$ cat src/rtl/dac_sample_scheduler_pkg.sv
// Constants and types shared by the DAC sample scheduler and the DAC driver.
package dac_sample_scheduler_pkg;

    localparam int         DAC_FRAME_LEN = 20;
    localparam logic [7:0] DAC_MIDSCALE  = 8'h80;

    typedef logic [7:0] sample_t;

    typedef enum logic {
        IDLE = 1'b0,
        RUN  = 1'b1
    } sched_state_t;

    typedef enum logic {
        LG_CH0 = 1'b0,
        LG_CH1 = 1'b1
    } chan_t;

endpackage

$ cat src/rtl/dac_sample_buf.sv
// One-entry valid/ready holding register for a single DAC sample source.
module dac_sample_buf
    import dac_sample_scheduler_pkg::*;
(
    input  logic       clk_DAC,
    input  logic       rst,
    input  logic       run,
    input  logic       flush,
    input  logic       consume,
    input  logic       valid,
    input  logic [7:0] data,
    output logic       ready,
    output logic       full,
    output logic [7:0] q
);

    sample_t q_r;

    assign ready = run && !full;
    assign q     = q_r;

    // ready is low while full, so accept and consume never collide
    always_ff @(posedge clk_DAC or posedge rst) begin
        if (rst) begin
            full <= 1'b0;
            q_r  <= '0;
        end else if (flush) begin
            full <= 1'b0;
        end else if (valid && ready) begin
            full <= 1'b1;
            q_r  <= data;
        end else if (consume) begin
            full <= 1'b0;
        end
    end

endmodule

$ cat src/rtl/dac_sample_scheduler.sv
// Shares the serial DAC between two sample sources, loading a new code
// only at frame boundaries so the driver shifts out a stable sample.
module dac_sample_scheduler
    import dac_sample_scheduler_pkg::*;
#(
    parameter int         FRAME_LEN        = DAC_FRAME_LEN,
    parameter logic [7:0] MIDSCALE         = DAC_MIDSCALE,
    parameter bit         ROUND_ROBIN      = 1'b1,
    parameter bit         HOLD_ON_UNDERRUN = 1'b1
) (
    input  logic        clk_DAC,
    input  logic        rst,
    input  logic        enable,
    input  logic        mute,
    input  logic [7:0]  ch0_data,
    input  logic        ch0_valid,
    output logic        ch0_ready,
    input  logic [7:0]  ch1_data,
    input  logic        ch1_valid,
    output logic        ch1_ready,
    output logic [7:0]  DAC_Data,
    output logic        frame_strobe,
    output logic [1:0]  grant,
    output logic [15:0] underrun_cnt
);

    localparam int            CW   = $clog2(FRAME_LEN);
    localparam logic [CW-1:0] LAST = CW'(FRAME_LEN - 1);

    logic [CW-1:0] frame_cnt;
    sched_state_t  state;
    chan_t         last_grant;

    logic    load, run, flush;
    logic    full0, full1;
    logic    pick0, pick1;
    sample_t q0, q1;

    assign load  = (frame_cnt == LAST);
    assign run   = (state == RUN);
    assign flush = load && run && !enable;

    // Loser keeps its sample; round robin favours the channel not last served
    assign pick0 = full0 && (!full1 || (ROUND_ROBIN == 1'b0)
                   || (last_grant == LG_CH1));
    assign pick1 = full1 && !pick0;

    assign frame_strobe = load;
    assign grant        = (load && run) ? {pick1, pick0} : 2'b00;

    dac_sample_buf u_buf0 (
        .clk_DAC (clk_DAC),
        .rst     (rst),
        .run     (run),
        .flush   (flush),
        .consume (load && run && pick0),
        .valid   (ch0_valid),
        .data    (ch0_data),
        .ready   (ch0_ready),
        .full    (full0),
        .q       (q0)
    );

    dac_sample_buf u_buf1 (
        .clk_DAC (clk_DAC),
        .rst     (rst),
        .run     (run),
        .flush   (flush),
        .consume (load && run && pick1),
        .valid   (ch1_valid),
        .data    (ch1_data),
        .ready   (ch1_ready),
        .full    (full1),
        .q       (q1)
    );

    always_ff @(posedge clk_DAC or posedge rst) begin
        if (rst) begin
            frame_cnt    <= '0;
            state        <= IDLE;
            last_grant   <= LG_CH1;
            DAC_Data     <= MIDSCALE;
            underrun_cnt <= '0;
        end else begin
            frame_cnt <= load ? '0 : frame_cnt + 1'b1;
            if (load) begin
                state <= enable ? RUN : IDLE;
                if (!run) begin
                    DAC_Data <= MIDSCALE;
                end else if (pick0 || pick1) begin
                    last_grant <= pick1 ? LG_CH1 : LG_CH0;
                    DAC_Data   <= mute ? MIDSCALE : (pick1 ? q1 : q0);
                end else begin
                    if (underrun_cnt != 16'hFFFF)
                        underrun_cnt <= underrun_cnt + 1'b1;
                    if (mute || !HOLD_ON_UNDERRUN)
                        DAC_Data <= MIDSCALE;
                end
            end
        end
    end

endmodule

$ cat config.mk
export PLATFORM = sky130hd
export DESIGN_NAME = dac_sample_scheduler
export DESIGN_NICKNAME = d
export VERILOG_FILES = /design/src/rtl/dac_sample_scheduler_pkg.sv /design/src/rtl/dac_sample_buf.sv /design/src/rtl/dac_sample_scheduler.sv
export SDC_FILE = /design/constraint.sdc
export NUM_CORES = 1
export LEC_CHECK = 0
export CAP_MARGIN = 0
export CORE_ASPECT_RATIO = 1.4
export CORE_MARGIN = 3
export CORE_UTILIZATION = 50
export CTS_CLUSTER_DIAMETER = 60
export DETAILED_ROUTE_END_ITERATION = 10
export GPL_TIMING_DRIVEN = 0
export PLACE_DENSITY = 0.76
export SYNTH_ARGS = -nofsm -noshare
export SYNTH_HDL_FRONTEND = slang
export SYNTH_HIERARCHICAL = 1
export SYNTH_SLANG_ARGS = --single-unit
$ cat constraint.sdc
create_clock -name clk_DAC -period 2.6 [get_ports clk_DAC]
set_clock_uncertainty 0.15 [all_clocks]
set_input_delay 0.26 -clock clk_DAC [delete_from_list [all_inputs] [get_ports clk_DAC]]
set_output_delay 0.26 -clock clk_DAC [all_outputs]
set_load 0.05 [all_outputs]
======== Word level (Yosys, flattened, before mapping) ========
Cells that the tools add are included.
operators by class
  add/sub/neg operators ................... 2
  eq/ne operators ......................... 3
  mux-type cells .......................... 15
  bitwise operators ....................... 2
  reductions and logical operators ........ 23
operators by type and width
  cell                     number
  $mux W8                  5
  $add A16 B1 Y16 const B  1
  $ne A16 B16 Y1 const B   1
  $logic_and A1 B1 Y1      10
  $mux W1                  8
  $reduce_and A2 Y1        3
  $reduce_bool A3 Y1       2
  $add A5 B1 Y5 const B    1
  $eq A5 B5 Y1 const B     1
  $mux W5                  1
  $logic_not A1 Y1         4
  $reduce_and A4 Y1        1
  $ne A3 B2 Y1 const B     1
  $reduce_and A3 Y1        1
  $logic_or A1 B1 Y1       2
  $mux W2                  1
  $not A1 Y1               2
word-level totals
  flip-flop bits (word level) ............. 49
  input port bits ......................... 22
  output and inout port bits .............. 29
  word-level logic and storage cells ...... 54

======== Depth between registers and ports, before layout ========
Gate-level depths: netlist of run 1.
  depth after elaboration ................. 9
  depth in mapped cells ................... 8
  depth with buffers taken out ............ 6

======== Modules after synthesis ========
Netlist of run 1, hierarchy kept.
by module, submodules not included
  module                times used  cells an instance  area an instance (µm²)  seq. area each (µm²)
  dac_sample_scheduler  1           151                1589.0                  778.2
  dac_sample_buf        2           24                 400.4                   225.2

======== Worst setup path after synthesis of run 1 ========
OpenSTA, ideal clock, no wires.
  path type ............................... reg2reg
  start ................................... register frame_cnt[0]
  end ..................................... register u_buf0.full
  library setup time ...................... 0.127 ns
  arrival ................................. 2.255 ns
  required time ........................... 2.323 ns
  setup slack ............................. 0.069 ns
  cell stages (with the launch flop) ...... 8
  buffers on the path ..................... 1
  clock period less this slack ............ 2.531 ns
  path through ............................ dfrtp_1 > ha_1 > and4bb_2 > buf_2 > nand2_1 > nor2_1 > or2b_1 > a21oi_1
between the ends
  longest elaborated chain between the ends .. 4
  elaborated cells on any way between the ends .. 6
  classes of those cells .................. eq/ne: 1; mux: 1; reduce/logical: 4
ends and longest elaborated chain
  what                                                            RTL line                                                RTL
  start: declaration                                              dac_sample_scheduler.sv:30                              logic [CW-1:0] frame_cnt;
  start signal: assignment                                        dac_sample_scheduler.sv:85                              frame_cnt <= load ? '0 : frame_cnt + 1'b1;
  $eq A5 B5 Y1 *                                                  dac_sample_scheduler.sv:39                              assign load = (frame_cnt == LAST);
  via frame_strobe                                                dac_sample_scheduler.sv:22                              output logic frame_strobe,
  $logic_and A1 B1 Y1 *                                           dac_sample_scheduler.sv:41, dac_sample_scheduler.sv:56
  $logic_and A1 B1 Y1, on equally long branches                   dac_sample_scheduler.sv:41, dac_sample_scheduler.sv:56
  $reduce_bool A3 Y1 (no source line) or $mux W1 (tied branches)  -
  end signal: assignment                                          dac_sample_buf.sv:28                                    full <= 1'b0;
  end signal: assignment                                          dac_sample_buf.sv:30                                    full <= 1'b1;
  end signal: assignment                                          dac_sample_buf.sv:33                                    full <= 1'b0;
  end: declaration                                                dac_sample_buf.sv:13                                    output logic full,
Mark *: on every way through the listed nets, which the timed path passes. The rest lies on a longest branch.
A chain may end at the register's enable or synchronous reset.

======== Final worst setup path of run 1 ========
  start ................................... register frame_cnt[0]
  end ..................................... register u_buf0.q_r[5], in the netlist u_buf0/q[5]
between the ends
  longest elaborated chain between the ends .. 5
ends and longest elaborated chain
  what                                RTL line                    RTL
  $eq A5 B5 Y1                        dac_sample_scheduler.sv:39
  $logic_and A1 B1 Y1 (2 in series)   dac_sample_scheduler.sv:41  assign flush = load && run && !enable;
  via flush                           dac_sample_scheduler.sv:34  logic load, run, flush;
  $not A1 Y1 (no source line)         -
  $reduce_and A2 Y1 (no source line)  -
  end signal: assignment              dac_sample_buf.sv:31        q_r <= data;
  end: declaration                    dac_sample_buf.sv:17        sample_t q_r;
The timed path passes the listed nets, and every way through them passes these cells.

==> results.cfg, run 1 <==
[grt]
grt_pass1_wl_mm = 8.36
grt_max_degree = 32
gr-usage-all-layers = 0.193
first_global_vias = 1763
overflow = 0
antenna_found_initial = 0

[sta]
period_minus_slack_ns = 2.51
finalSetupViolations = 0
fmax_mhz = 399
finalHoldViolCount = 0
tightest_slew_ns = 1.17
finalCritPeriodShare = 0.965
grt_setup_unrepaired = false
slew_headroom = 0.222
drv_slew = 0

[finish]
seq_area_sq_um = 1230
syn2layout_area_growth_pct = 28.1
drive_gt1_frac = 0.160
fill_cells = 371
multi_input_area_sq_um = 1090
nets = 280
final_cells = 318
antenna_cells = 0

[worst_setup_path]
cp_num_buf_inv = 2
cp_top_family = simple AND/OR/NAND/NOR gates
r2r_start = frame_cnt[0]$_DFF_PP0_
crit_path_max_fanout = 10
cp_slowest_cell = dfrtp_1
r2r-end = u_buf0/q[5]$_DFFE_PP0P_
cp.required_ns = 2.63
path_cells = ha_1 -> and4bb_4 -> buf_2 -> nand2_1 -> nor2_1 -> and4bb_1 -> buf_6 -> mux2_4
end_kind = flip-flop
rr_worst_depth = 8
reg2reg_slack_ns = 0.09
timing_worst_setup_path_type = flip-flop to flip-flop
slowest_delay_ns = 0.38
startpoint_type = flip-flop
critPathArrivalTime_ns = 2.54

[floorplanning]
fp.dieH_um = 87.8
coreArea_sq_um = 4570
die-area_sq_um = 5660
pin_count = 51
die_w_um = 64.4
start_util = 0.523
rows = 29

[synth]
yosys-top-cells-area = dfrtp_1 (49%), mux2_4 (10%), xor2_1 (5.1%), mux2i_1 (3.4%), nand2_1 (2.8%)
yosys.area.top_type = dfrtp_1
synth_edf_count = 0
yosys-top-cells-count = dfrtp_1 (47), nand2_1 (18), mux2_4 (16)
synth_area_per_cell_sq_um = 12.0
synthArstFlopShare = 1.00
ys_warn_count = 6
ys_seq_elements = 49
synth.cell_area_sq_um = 2390
ys_types = 42
synthCells = 199
ys.flop_type = dfrtp_1
synth_top_area_share = 0.492
syn_nets = 223
ys_seq_area_frac = 0.514
yosysMostFrequentCell = dfrtp_1

[clock_tree]
cts_max_path_buffers = 2
cts_buffers = 5
cts_root_buffer = clkbuf_8
cts.sinks = 49
htreeDepth = 2
clk_pin_slew_ns = 0.08
clk_latency_ns = 0.29
tritoncts = built
post_cts_buffers = 0

[place]
port_buffers = 50
dp_hpwl_mm = 3.71
place_inst = 311
gp_congestion = 0.806

[detailed_routing]
post-route-drc-count = 0
drt_iter0_drc = 43
drt_pass1_iterations = 4
drt.antenna.violating_nets = 0
wire_per_inst_um = 15.8
drt-total-wl_mm = 5.02
vias = 1698
vias_per_cell = 5.34

[power_and_ir_drop]
switching_share = 0.295
peakVddDrop_mv = 0.381
p_clk_frac = 0.215
p_comb_frac = 0.291
p_seq_frac = 0.494
p_int_mw = 1.46
power.switching_uw = 613
finalPower_mw = 2.08
power_leakage_nw = 1.41
power_per_cell_area_nw_per_um2 = 679

[outcome]
run_status = finished clean

[min_path]
min_path_type = input port to asynchronous set/reset pin

[flow_run]
drv_cap = 0
cell usage in the layout (no fill, tap or decap), drive strengths merged, types with 2 or more instances in the layout:
master | netlist | routed
inv | 8 | 8
nor4 | 4 | 4
clkdlybuf4s50 | 0 | 47
and3 | 2 | 2
xor2 | 14 | 14
nor3b | 2 | 2
ha | 2 | 2
dfstp | 2 | 2
a2bb2oi | 2 | 2
a21oi | 5 | 5
xnor2 | 3 | 3
nor3 | 3 | 3
nand3 | 10 | 10
mux2 | 17 | 17
clkbuf | 0 | 7
and2b | 2 | 2
a211oi | 4 | 4
mux2i | 8 | 8
or2b | 2 | 2
nand2 | 18 | 18
nand4 | 5 | 5
and4bb | 3 | 3
nor2 | 6 | 6
o21ai | 11 | 11
dfrtp | 47 | 47
buf | 7 | 7
and4 | 2 | 2
nand3b | 2 | 2
cell families after synthesis:
kind of cell	after synthesis	share of synthesized area
AOI/OAI and AO/OA	26	0.0780
xor gates and xnor gates	17	0.0623
adders and majority gates	2	0.0105
buffers and inverters	15	0.0319
DFF	49	0.514
muxes	25	0.139
and+or+nand+nor	65	0.164
layer usage:
metal,global-route usage,wire length (um),vias to the layer above,part of all wire
met5,0,0,-,0
met3,0.0347,164,6,0.033
li1,-,-,816,-
met1,0.244,2200,835,0.44
met2,0.325,2590,41,0.52
met4,0.0808,61,0,0.012
final cells by class:
type	instances	area share
flip-flops and latches	49	0.401
multi-input cells	135	0.356
repair buffers	50	0.163
clock buffers	6	0.0270
well taps	62	0.0253
plain buffers	7	0.0155
inverters	8	0.00981
clock inverters	1	0.00245
state kept, by name, summed over array words and instances, names as in the netlist:
| register | count |
|---|---|
| DAC_Data | 8 |
| frame_cnt | 5 |
| last_grant | 1 |
| run | 1 |
| u_buf0/full | 1 |
| u_buf0/q | 8 |
| u_buf1/full | 1 |
| u_buf1/q | 8 |
| underrun_cnt | 16 |
worst max path at each step:
| stage | startpoint | cells after the start | endpoint |
|---|---|---|---|
| 2_1_floorplan | frame_cnt[0]$_DFF_PP0_ | 7 | u_buf0/full$_DFFE_PP0P_ |
| 3_3_place_gp | u_buf1/full$_DFFE_PP0P_ | 4 | grant[1] |
| 3_5_place_dp | u_buf1/full$_DFFE_PP0P_ | 4 | grant[1] |
| 4_1_cts | frame_cnt[0]$_DFF_PP0_ | 8 | u_buf0/q[5]$_DFFE_PP0P_ |
| 5_1_grt | frame_cnt[0]$_DFF_PP0_ | 8 | u_buf0/q[5]$_DFFE_PP0P_ |
| 6_report | frame_cnt[0]$_DFF_PP0_ | 8 | u_buf0/q[5]$_DFFE_PP0P_ |
power by group through the flow:
| stage | clock (mW) | sequential (mW) | combinational [mW] |
|---|---|---|---|
| 6_report | 0.446 | 1.03 | 0.605 |
| 5_1_grt | 0.494 | 1.05 | 0.642 |
| 4_1_cts | 0.467 | 1.03 | 0.610 |
| 3_5_place_dp | 0 | 1.04 | 0.605 |
| 3_3_place_gp | 0 | 1.04 | 0.592 |
| 2_1_floorplan | 0 | 1.10 | 0.377 |
stage by stage:
step / worst slack, ns / utilization / hold WS, ns / instance area, sq um / TNS, ns
floorplan: 0.0689 / - / -0.0621 / 2390 / 0
global placement: -0.118 / 0.649 / 0.293 / 2970 / -0.201
detailed placement: -0.122 / 0.649 / 0.304 / 2970 / -0.228
CTS: 0.0603 / 0.668 / 0.138 / 3050 / 0
global route: 0.00849 / 0.669 / 0.190 / 3060 / 0
finish: 0.0917 / 0.669 / 0.144 / 3060 / 0
timing repair:
item,4_1_cts,5_1_grt
endpoints found under the setup margin,3,18
pin swaps,0,0
hold buffers,0,0
endpoints found under the hold margin,0,0
resized for setup,10,2
Power figures use the tool's default switching activity.
==> inputs of run 2 (changes only) <==
CORE_UTILIZATION = 54   (was 50)
CTS_CLUSTER_DIAMETER = 40   (was 60)
PLACE_DENSITY = 0.81   (was 0.76)
clock period = 3 ns   (was 2.6 ns; I/O delays follow)
==> run 2 against run 1 <==
Final cell count unchanged; worst setup slack improved by 0.11 ns; via count increased by 2.0%; worst hold slack gained 0.0099 ns; routed wire length up 4.2%; critical path type is now flip-flop to output pin; largest power group unchanged; highest routed layer unchanged.
==> results.cfg, run 2 (synthesis gave the netlist of run 1 again) <==
[clock_tree]
cts.sinks = 49
tritoncts = built
post_cts_buffers = 0
cts_root_buffer = clkbuf_8
holdBufCountCts = 0
clk_latency_ns = 0.30
htreeDepth = 2
clk_pin_slew_ns = 0.09
cts_buffers = 5
cts_max_path_buffers = 2

[floorplanning]
coreArea_sq_um = 4240
pin_count = 51
die-area_sq_um = 5270
rows = 28
start_util = 0.564
fp.dieH_um = 84.7
die_w_um = 62.2

[outcome]
run_status = finished clean

[power_and_ir_drop]
peakVddDrop_mv = 0.363
power_leakage_nw = 1.44
power_per_cell_area_nw_per_um2 = 592

[worst_setup_path]
critPathArrivalTime_ns = 2.35
cp.required_ns = 2.55
timing_worst_setup_path_type = flip-flop to output pin
slowest_delay_ns = 0.84
cp_slowest_cell = clkdlybuf4s50_1
end_kind = output pin
crit_path_max_fanout = 10
startpoint_type = flip-flop
path_cells = ha_1 -> and4bb_2 -> buf_2 -> clkdlybuf4s50_1

[min_path]
min_path_type = input port to asynchronous set/reset pin

[finish]
fill_cells = 334
multi_input_area_sq_um = 1080
largest_reg_flops = 16
seq_area_sq_um = 1230
syn2layout_area_growth_pct = 29.3
final_area_sq_um = 3090
nets = 281
antenna_cells = 0
drive_gt1_frac = 0.159
mostFrequentLayoutCells = clkdlybuf4s50_1 (48), dfrtp_1 (47), nand2_1 (18), mux2_4 (16), xor2_1 (14)
largest_register = underrun_cnt
final_common_cell = clkdlybuf4s50_1

[sta]
tightest_slew_ns = 0.651
period_minus_slack_ns = 2.80
finalHoldViolCount = 0
finalSetupViolations = 0
grt_setup_unrepaired = false
drv_slew = 0
tns_ns = 0
slew_headroom = 0.565
fmax_mhz = 358
finalCritPeriodShare = 0.932

[place]
gp_congestion = 0.829
dp_hpwl_mm = 3.72
placedInstanceArea_sq_um = 2970
port_buffers = 50

[detailed_routing]
drt_pass1_iterations = 5
drt.antenna.violating_nets = 0
drt_iter0_drc = 56
drt-total-wl_mm = 5.23
vias_per_cell = 5.45
vias = 1732
post-route-drc-count = 0
wire_per_inst_um = 16.5

[grt]
gr-usage-all-layers = 0.222
antenna_found_initial = 0
first_global_vias = 1820
overflow = 0
grt_pass1_wl_mm = 9.14
grt_max_degree = 32

[flow_run]
drv_cap = 0
run 2: power by group:
| group | internal (mW) | total, mW | switching (mW) |
|---|---|---|---|
| Combinational | 0.293 | 0.524 | 0.231 |
| Sequential | 0.796 | 0.890 | 0.0941 |
| Clock | 0.208 | 0.414 | 0.206 |
run 2: what timing repair did:
item	in CTS	in global routing
gates cloned	0	0
gates resized for setup	2	1
setup endpoints to repair	2	1
run 2: layout make-up:
cell class                      count  area share
Sequential cell                    49       0.398
Buffer                              7      0.0154
Tap cell                           60      0.0243
Timing Repair Buffer               51       0.169
Multi-Input combinational cell    135       0.351
Inverter                            8     0.00972
Clock buffer                        7      0.0312
Clock inverter                      1     0.00162
run 2: metrics by stage:
step                cells  hold slack, ns   util  setup slack, ns  total power, mW
floorplan             199         -0.0221      -            0.469             1.28
global placement      309           0.296  0.700            0.271             1.41
detailed placement    309           0.308  0.700            0.222             1.42
CTS                   317           0.180  0.723           0.0304             1.85
global route          318           0.161  0.729           0.0667             1.93
finish                318           0.153  0.729            0.204             1.83
run 2: layer usage:
metal | track usage | vias up | part of all wire
met5 | 0 | - | 0
met4 | 0.0905 | 0 | 0.024
met3 | 0.0495 | 13 | 0.041
met2 | 0.387 | 62 | 0.53
met1 | 0.264 | 837 | 0.41
li1 | - | 820 | -
run 2: worst max-delay path: cells and delay by family (launching register included):
family / cells / cell delay [ns]
fa+ha+maj: 1 / 0.25
simple gates: 1 / 0.34
flops: 1 / 0.38
buf+inv: 2 / 1.08
run 2: path summary, 6_finish.rpt:
kind / startpoint / end / slack (ns) / depth (start not counted)
max: frame_cnt[0]$_DFF_PP0_ / frame_strobe / 0.20 / 4
min: rst / DAC_Data[6]$_DFFE_PP0P_ / 0.15 / 2
max reg2reg: frame_cnt[0]$_DFF_PP0_ / u_buf1/q[4]$_DFFE_PP0P_ / 0.47 / 8
min reg2reg: frame_cnt[0]$_DFF_PP0_ / frame_cnt[0]$_DFF_PP0_ / 0.32 / 1
max in group asynchronous: rst / last_grant$_DFFE_PP1P_ / 2.03 / 3
min in group clk_DAC: frame_cnt[0]$_DFF_PP0_ / frame_cnt[0]$_DFF_PP0_ / 0.32 / 1
